### src/rtl/dmg_dma_pkg.sv
// Shared types and constants for the DMG OAM DMA sequencer.
// State encoding, OAM size and the echo-RAM page fold.
package dmg_dma_pkg;

  typedef enum logic [1:0] {
    IDLE  = 2'd0,
    START = 2'd1,
    XFER  = 2'd2,
    FLUSH = 2'd3
  } dma_state_t;

  localparam int         OAM_LEN   = 160;
  localparam logic [7:0] ECHO_BASE = 8'hE0;

  // Pages E0..FF alias the work RAM at C0..DF
  function automatic logic [7:0] echo_fold(
    input logic [7:0] page
  );
    return (page >= ECHO_BASE) ?
      (page & 8'hDF) : page;
  endfunction

endpackage

### src/rtl/dmg_dma_wrpipe.sv
// Write-stage register: holds one fetched byte and its
// destination index for one cycle, with a pending flag.
module dmg_dma_wrpipe (
  input  logic       clk,
  input  logic       nres,
  input  logic       ld,
  input  logic       clr,
  input  logic [7:0] d,
  input  logic [7:0] idx,
  output logic       pend,
  output logic [7:0] wr_idx,
  output logic [7:0] data_q
);

  always_ff @(posedge clk or negedge nres) begin
    if (!nres) begin
      pend   <= 1'b0;
      wr_idx <= 8'h00;
      data_q <= 8'h00;
    end else if (ld) begin
      pend   <= 1'b1;
      wr_idx <= idx;
      data_q <= d;
    end else if (clr) begin
      pend   <= 1'b0;
    end
  end

endmodule

### src/rtl/dmg_oam_dma.sv
// FF46 OAM DMA sequencer: copies one source page into OAM,
// one byte per M-cycle, and owns the bus while doing so.
module dmg_oam_dma
  import dmg_dma_pkg::*;
#(
  parameter int LEN         = OAM_LEN,
  parameter int START_DELAY = 1
) (
  input  logic        clk,
  input  logic        nres,
  input  logic        reg_wr,
  input  logic        reg_rd,
  input  logic [7:0]  din,
  output logic [7:0]  dout,
  input  logic [7:0]  ext_d,
  output logic        dma_rd,
  output logic [15:0] dma_a,
  output logic        oam_wr,
  output logic [7:0]  oam_a,
  output logic [7:0]  oam_d,
  output logic        cpu_block,
  output logic        dma_active
);

  localparam logic [7:0] IDX_LAST = 8'(LEN - 1);
  localparam logic [7:0] DLY_LAST = 8'(START_DELAY - 1);

  dma_state_t state_q, state_d;
  logic [7:0] src_q, src_d;
  logic [7:0] idx_q, idx_d;
  logic [7:0] dcnt_q, dcnt_d;
  logic       restart_q, restart_d;
  logic       ld;

  always_ff @(posedge clk or negedge nres) begin
    if (!nres) begin
      state_q   <= IDLE;
      src_q     <= 8'h00;
      idx_q     <= 8'h00;
      dcnt_q    <= 8'h00;
      restart_q <= 1'b0;
    end else begin
      state_q   <= state_d;
      src_q     <= src_d;
      idx_q     <= idx_d;
      dcnt_q    <= dcnt_d;
      restart_q <= restart_d;
    end
  end

  always_comb begin
    state_d   = state_q;
    src_d     = src_q;
    idx_d     = idx_q;
    dcnt_d    = dcnt_q;
    restart_d = restart_q;
    unique case (state_q)
      IDLE:  state_d = IDLE;
      START: begin
        if (dcnt_q == DLY_LAST) begin
          state_d = XFER;
          idx_d   = 8'h00;
        end else begin
          dcnt_d  = dcnt_q + 8'd1;
        end
      end
      XFER: begin
        if (idx_q == IDX_LAST) begin
          state_d = FLUSH;
          idx_d   = 8'h00;
        end else begin
          idx_d   = idx_q + 8'd1;
        end
      end
      FLUSH:   state_d = IDLE;
      default: state_d = IDLE;
    endcase
    // A new FF46 write overrides whatever is in flight
    if (reg_wr) begin
      state_d   = START;
      src_d     = din;
      idx_d     = 8'h00;
      dcnt_d    = 8'h00;
      restart_d = (state_q == XFER)
               || (state_q == FLUSH)
               || (state_q == START && restart_q);
    end
  end

  // The byte fetched on a restart edge is dropped
  assign ld = (state_q == XFER) && !reg_wr;

  dmg_dma_wrpipe u_wrpipe (
    .clk    (clk),
    .nres   (nres),
    .ld     (ld),
    .clr    (!ld),
    .d      (ext_d),
    .idx    (idx_q),
    .pend   (oam_wr),
    .wr_idx (oam_a),
    .data_q (oam_d)
  );

  assign dma_rd     = (state_q == XFER);
  assign dma_a      = {echo_fold(src_q), idx_q};
  assign dma_active = (state_q != IDLE);
  assign cpu_block  = (state_q == XFER)
                   || (state_q == FLUSH)
                   || (state_q == START && restart_q);
  assign dout       = reg_rd ? src_q : 8'h00;

endmodule

### config.mk
export PLATFORM = sky130hd
export DESIGN_NAME = dmg_oam_dma
export DESIGN_NICKNAME = d
export VERILOG_FILES = /design/src/rtl/dmg_dma_pkg.sv /design/src/rtl/dmg_dma_wrpipe.sv /design/src/rtl/dmg_oam_dma.sv
export SDC_FILE = /design/constraint.sdc
export NUM_CORES = 1
export LEC_CHECK = 0
export ABC_AREA = 1
export CORE_AREA = 5 5 78 62
export CTS_CLUSTER_DIAMETER = 30
export CTS_CLUSTER_SIZE = 14
export DETAILED_ROUTE_END_ITERATION = 8
export DIE_AREA = 0 0 83 67
export DONT_BUFFER_PORTS = 1
export PLACE_DENSITY = 0.82
export RECOVER_POWER = 100
export SYNTH_ARGS = -nofsm -noshare
export SYNTH_HDL_FRONTEND = slang
export SYNTH_SLANG_ARGS = --single-unit
export TNS_END_PERCENT = 10
### constraint.sdc
create_clock -name clk -period 2.77 [get_ports clk]
set_input_delay 0.554 -clock clk [delete_from_list [all_inputs] [get_ports clk]]
set_output_delay 0.554 -clock clk [all_outputs]
set_load 0.02 [all_outputs]
== After elaboration in Yosys (flattened, before gate mapping) ==
Index checks and enable logic that the tools add are counted.

* Add/subtract/negate cells: 2
* Eq/ne operators: 7
* Reduce and logical (&&, ||, !) cells: 14
* Order comparisons: 1
* Mux-type cells: 14

{| class="wikitable"
|+ Operators with widths
! kind !! count
|-
| 8-bit 2-to-1 mux || 7
|-
| 8-bit by 1-bit adder with 8-bit output (second input constant) || 2
|-
| 8-bit one-hot mux with 2 select lines || 1
|-
| 8-bit equality test (second input constant) || 1
|-
| 8-bit greater-or-equal comparator (second input constant) || 1
|-
| 8-bit zero test || 1
|-
| 2-bit 2-to-1 mux || 3
|-
| 6-bit 2-to-1 mux || 1
|-
| 2-bit one-hot mux with 3 select lines || 1
|-
| 2-bit AND reduction || 3
|-
| 2-bit equality test (second input constant) || 2
|-
| 2-bit nonzero test || 2
|-
| 3-bit by 2-bit != test with 1-bit output (second input constant) || 1
|-
| 3-bit != test (second input constant) || 1
|-
| 3-bit nonzero test || 1
|-
| 2-bit by 1-bit equality test with 1-bit output (second input constant) || 1
|-
| 1-bit logical AND || 2
|-
| 2-bit zero test || 1
|-
| 1-bit logical OR || 2
|-
| 2-bit != test (second input constant) || 1
|-
| 2-bit OR reduction || 1
|-
| 1-bit zero test || 1
|-
| 1-bit 2-to-1 mux || 1
|}

* Flip-flop bits (word level): 44
* Output and inout port bits: 44
* Input port bits: 20
* Word-level logic and storage cells: 46

== Logic depth before layout (Yosys ltp) ==
* Word-level depth: 4
* Depth in mapped cells: 10
* Gate-level depth less buffers: 10

== Hierarchy ==
A second synthesis with hierarchy kept.

* Cell total of the unflattened synthesis: 298
* Area, all modules: 2414.8 µm²

{| class="wikitable"
|+ By module, submodules not included
! module !! cells an instance !! instances !! sequential area each (µm²) !! area an instance (µm²)
|-
| dmg_oam_dma || 226 || 1 || 675.6 || 1739.2
|-
| dmg_dma_wrpipe || 72 || 1 || 425.4 || 675.6
|}

== Worst setup path before layout ==
No wires, ideal clock.

* Kind: register to output
* Start point: register state_q[1]
* End point: output cpu_block
* Arrival: 1.269 ns
* Data required time: 2.216 ns
* Path slack: 0.947 ns
* Cell stages (with the launch flop): 5
* Path buffers: 0
* Cells stage by stage: dfrtp_1 inv_1 ha_1 inv_1 o21ai_0

* Longest elaborated chain between the ends: 3
* Elaborated cells on any way between the ends: 6
* Classes of those cells: eq/ne (3); reduce/logical (3)

{| class="wikitable"
|+ RTL lines
! item !! line !! source
|-
| start: declaration || dmg_oam_dma.sv:28 || <nowiki>dma_state_t state_q, state_d;</nowiki>
|-
| start signal: assignment || dmg_oam_dma.sv:43 || <nowiki>state_q <= state_d;</nowiki>
|-
| 2-bit equality test, or another cell as far along || dmg_oam_dma.sv:108 || <nowiki>assign cpu_block = (state_q == XFER)</nowiki>
|-
| 1-bit logical OR / 1-bit logical AND (equally long branches) || dmg_oam_dma.sv:109, dmg_oam_dma.sv:110 ||
|-
| 1-bit logical OR * || dmg_oam_dma.sv:110 || <nowiki>|| (state_q == START && restart_q);</nowiki>
|-
| end: declaration || dmg_oam_dma.sv:21 || <nowiki>output logic cpu_block,</nowiki>
|}

Mark *: on every way between the ends. The rest lies on a longest branch, timed or not.

== Worst setup path after layout ==
* Start point: register state_q[0]
* End point: register state_q[0]

* Elaborated cells on any way between the ends: 10
* Classes of those cells: eq/ne (5); mux (2); reduce/logical (3)

{| class="wikitable"
|+ RTL lines
! item !! line !! source
|-
| 2-bit equality test * || n/a ||
|-
| via dma_rd || dmg_oam_dma.sv:16 || <nowiki>output logic dma_rd,</nowiki>
|-
| 2-bit one-hot mux with 3 select lines / 3-bit by 2-bit != test with 1-bit output (equally long branches) || n/a ||
|-
| 2-bit 2-to-1 mux / 2-bit AND reduction (equally long branches) || n/a ||
|}

The timed path passes the listed nets; every way through them passes the cells marked *.
A chain may end at the register's enable or synchronous reset.

==> impl_metrics.json <==
{
  "grt_use_total": 0.1797,
  "nFillCells": 360,
  "fin_nets": 315,
  "die_x_um": 83,
  "drcViolationCount": 0,
  "path_cells": "inv_1 -> ha_1 -> inv_2 -> nor2_4 -> inv_1 -> o21ai_4 -> inv_2 -> nand2_2 -> nand2_1 -> o21ai_1",
  "worst-path-max-fanout": 23,
  "slew_violations": 45,
  "rows": 20,
  "ir_drop_mv": 0.6170,
  "p_total_mw": 1.724,
  "start_util": 0.5753,
  "synthTopCellsByCount": "nand2_1 (119), dfrtp_1 (44), inv_1 (33)",
  "cts-htree-levels": 2,
  "finalHoldViolations": 0,
  "syn_to_final_growth_pct": 2.585,
  "maxSlewHeadroom": -0.2606,
  "gp_routability_congestion": 0.8041,
  "io_pins": 64,
  "clk_pin_slew_ns": 0.08,
  "port_buffers": 0,
  "drv_cap": 1,
  "post-route-period-util": 0.8394,
  "setup_violations": 0,
  "grt_pass1_wl_um": 7935,
  "grt_overflow": 0,
  "hold_path.class": "in -> reg",
  "yosysUniqueCellTypes": 23,
  "grt_pass1_vias": 1647,
  "worstMarginPinSlew_ns": 1.891,
  "synth_ff_type": "dfrtp_1",
  "clk_path_buf_depth": 2,
  "dieArea_mm2": 0.005561,
  "clock-sinks": 44,
  "ant_nets": 0,
  "dpl.hpwl_um": 3411,
  "cts_tree": "yes",
  "cp_num_cells": 10,
  "worstPathArrival_ns": 2.55,
  "totalWireLength_um": 4699,
  "viasPerCell": 5.216,
  "postCtsResizedCells": 0,
  "rsz0062_at_grt": "false",
  "end_kind": "register",
  "cts_made_buffers": 5,
  "path_delay_family": "buffers and inverters",
  "status": "finished with violations",
  "worst_clock_skew_ns": 0.004668,
  "synth.most_common_cell": "nand2_1",
  "multi_input_area_um2": 923.4,
  "grt_antenna_before_repair": 0,
  "cp-startpoint": "state_q[0]$_DFFE_PN0P_",
  "synthesis.instances": 295,
  "setup.worst_path.class": "reg -> reg",
  "worstSetupEndpoint": "state_q[0]$_DFFE_PN0P_",
  "vias": 1789,
  "ys_ff_latch": 44,
  "async_flop_share": 1.000,
  "final_util": 0.5902,
  "fp.dieH_um": 67,
  "reg2reg_from": "state_q[0]$_DFFE_PN0P_",
  "avgSynthCellArea_um2": 7.711,
  "antenna_cells": 0,
  "fin_tns_setup_ns": 0,
  "synth_edf_count": 0,
  "powerDensity_mw_per_mm2": 738.8,
  "drtIter0Drc": 180,
  "cts-root-buf": "clkbuf_8",
  "crit_slowest_cell": "ha_1",
  "synth_area_leaders": "dfrtp_1 (48%), nand2_1 (20%), inv_1 (5.4%)",
  "yosys.area.top_type": "dfrtp_1",
  "min_period_ns": 2.325,
  "max_freq_mhz": 430.1,
  "ff2ff_path_depth": 10,
  "worstPathRequired_ns": 3.00,
  "insertion_delay_ns": 0.30,
  "postCtsHoldBufs": 1,
  "core_area_mm2": 0.003954,
  "grt_max_degree": 45,
  "yosysSeqAreaShare": 0.4840,
  "r2r-end": "state_q[0]$_DFFE_PN0P_",
  "cpPeakStageDelay_ns": 0.44,
  "critical_path_buf_inv_count": 4,
  "yosys_warnings": 0,
  "violations": "capacitance limit, slew limit",
  "reg2reg_slack_ns": 0.44,
  "avgRoutedWirePerCell_um": 13.70,
  "synth_top_area_frac": 0.4840,
  "syn_area_mm2": 0.002275,
  "seq_area_mm2": 0.001101,
  "post-cts-setup-buffer-count": 0,
  "dr.pass1.iters": 5,
  "leakagePower_nw": 1.242,
  "syn_nets": 322,
  "drive_gt1_frac": 0.05903,
  "worst_setup_path_start_kind": "register"
}
## power by group
group,total [mW],internal [mW],switching [mW]
registers,1.01,0.768,0.244
logic,0.335,0.0965,0.239
clock network,0.377,0.171,0.205
total,1.72,1.04,0.688
## sequential cells by signal, summed over array words and instances (netlist names)
name             flops
dcnt_q               8
idx_q                8
src_q                8
u_wrpipe.data_q      8
u_wrpipe.wr_idx      8
state_q              2
restart_q            1
u_wrpipe.pend        1
## worst min path at each step
| stage | end | from | cells after the start | slack, ns |
|---|---|---|---|---|
| global route | u_wrpipe.pend$_DFF_PN0_ | reg_wr | 1 | 0.35 |
| CTS | state_q[0]$_DFFE_PN0P_ | nres | 1 | 0.10 |
| global placement | u_wrpipe.data_q[6]$_DFFE_PN0P_ | nres | 0 | 0.26 |
| finish | u_wrpipe.pend$_DFF_PN0_ | reg_wr | 1 | 0.36 |
| detailed placement | u_wrpipe.data_q[5]$_DFFE_PN0P_ | nres | 0 | 0.26 |
| floorplan | dcnt_q[0]$_DFFE_PN0P_ | nres | 0 | 0.26 |
## through the flow
stage          worst slack (ns)  instances  instance area, um^2  hold slack (ns)
3_3_place_gp             0.7351        335                 2250           0.2592
5_1_grt                  0.1812        343                 2333           0.3525
3_5_place_dp             0.6685        335                 2250           0.2592
6_report                 0.4450        343                 2333           0.3608
2_1_floorplan            0.9474        295                 2275           0.2584
4_1_cts                  0.4658        343                 2347           0.1037
## metal layers
layer  vias up  wire [um]  global-route usage
li1        884          -                   -
met1       835       2230              0.2395
met2        66       2049              0.2690
met3         4        388             0.07417
met4         0         31             0.05102
met5         -          0                   0
## cell type report
class | instances | share of cell area
repair buffers | 2 | 0.008579
inverters | 38 | 0.06113
clock buffers | 6 | 0.03110
multi-input cells | 197 | 0.3957
flip-flops and latches | 44 | 0.4719
well taps | 55 | 0.02949
clock inverters | 1 | 0.002145
## kinds of logic (layout without fill, tap and decap cells)
logic type	Yosys count	after routing	synth area share
and+or+nand+nor	161	161	0.2948
buffers and inverters	54	47	0.1073
DFF	44	44	0.4841
xor gates and xnor gates	3	3	0.01155
AOI/OAI and AO/OA	26	26	0.06381
adders and majority gates	7	7	0.03850
## layout by cell type, fill, tap and decap left out
master,count
nor2_4,1
nor2_2,1
nor2_1,12
inv_1,34
o21ai_1,3
ha_1,7
nand2_2,1
nand4_1,10
inv_2,4
nand3_1,14
dlymetal6s4s_1,1
buf_4,1
nand3_2,1
clkbuf_8,5
o21ai_4,1
xnor2_1,1
xor2_1,2
or2_2,1
clkinv_2,1
clkbuf_1,1
a21oi_1,2
dfrtp_1,44
nand2_1,120
o21ai_0,20
Power figures use the tool's default switching activity.
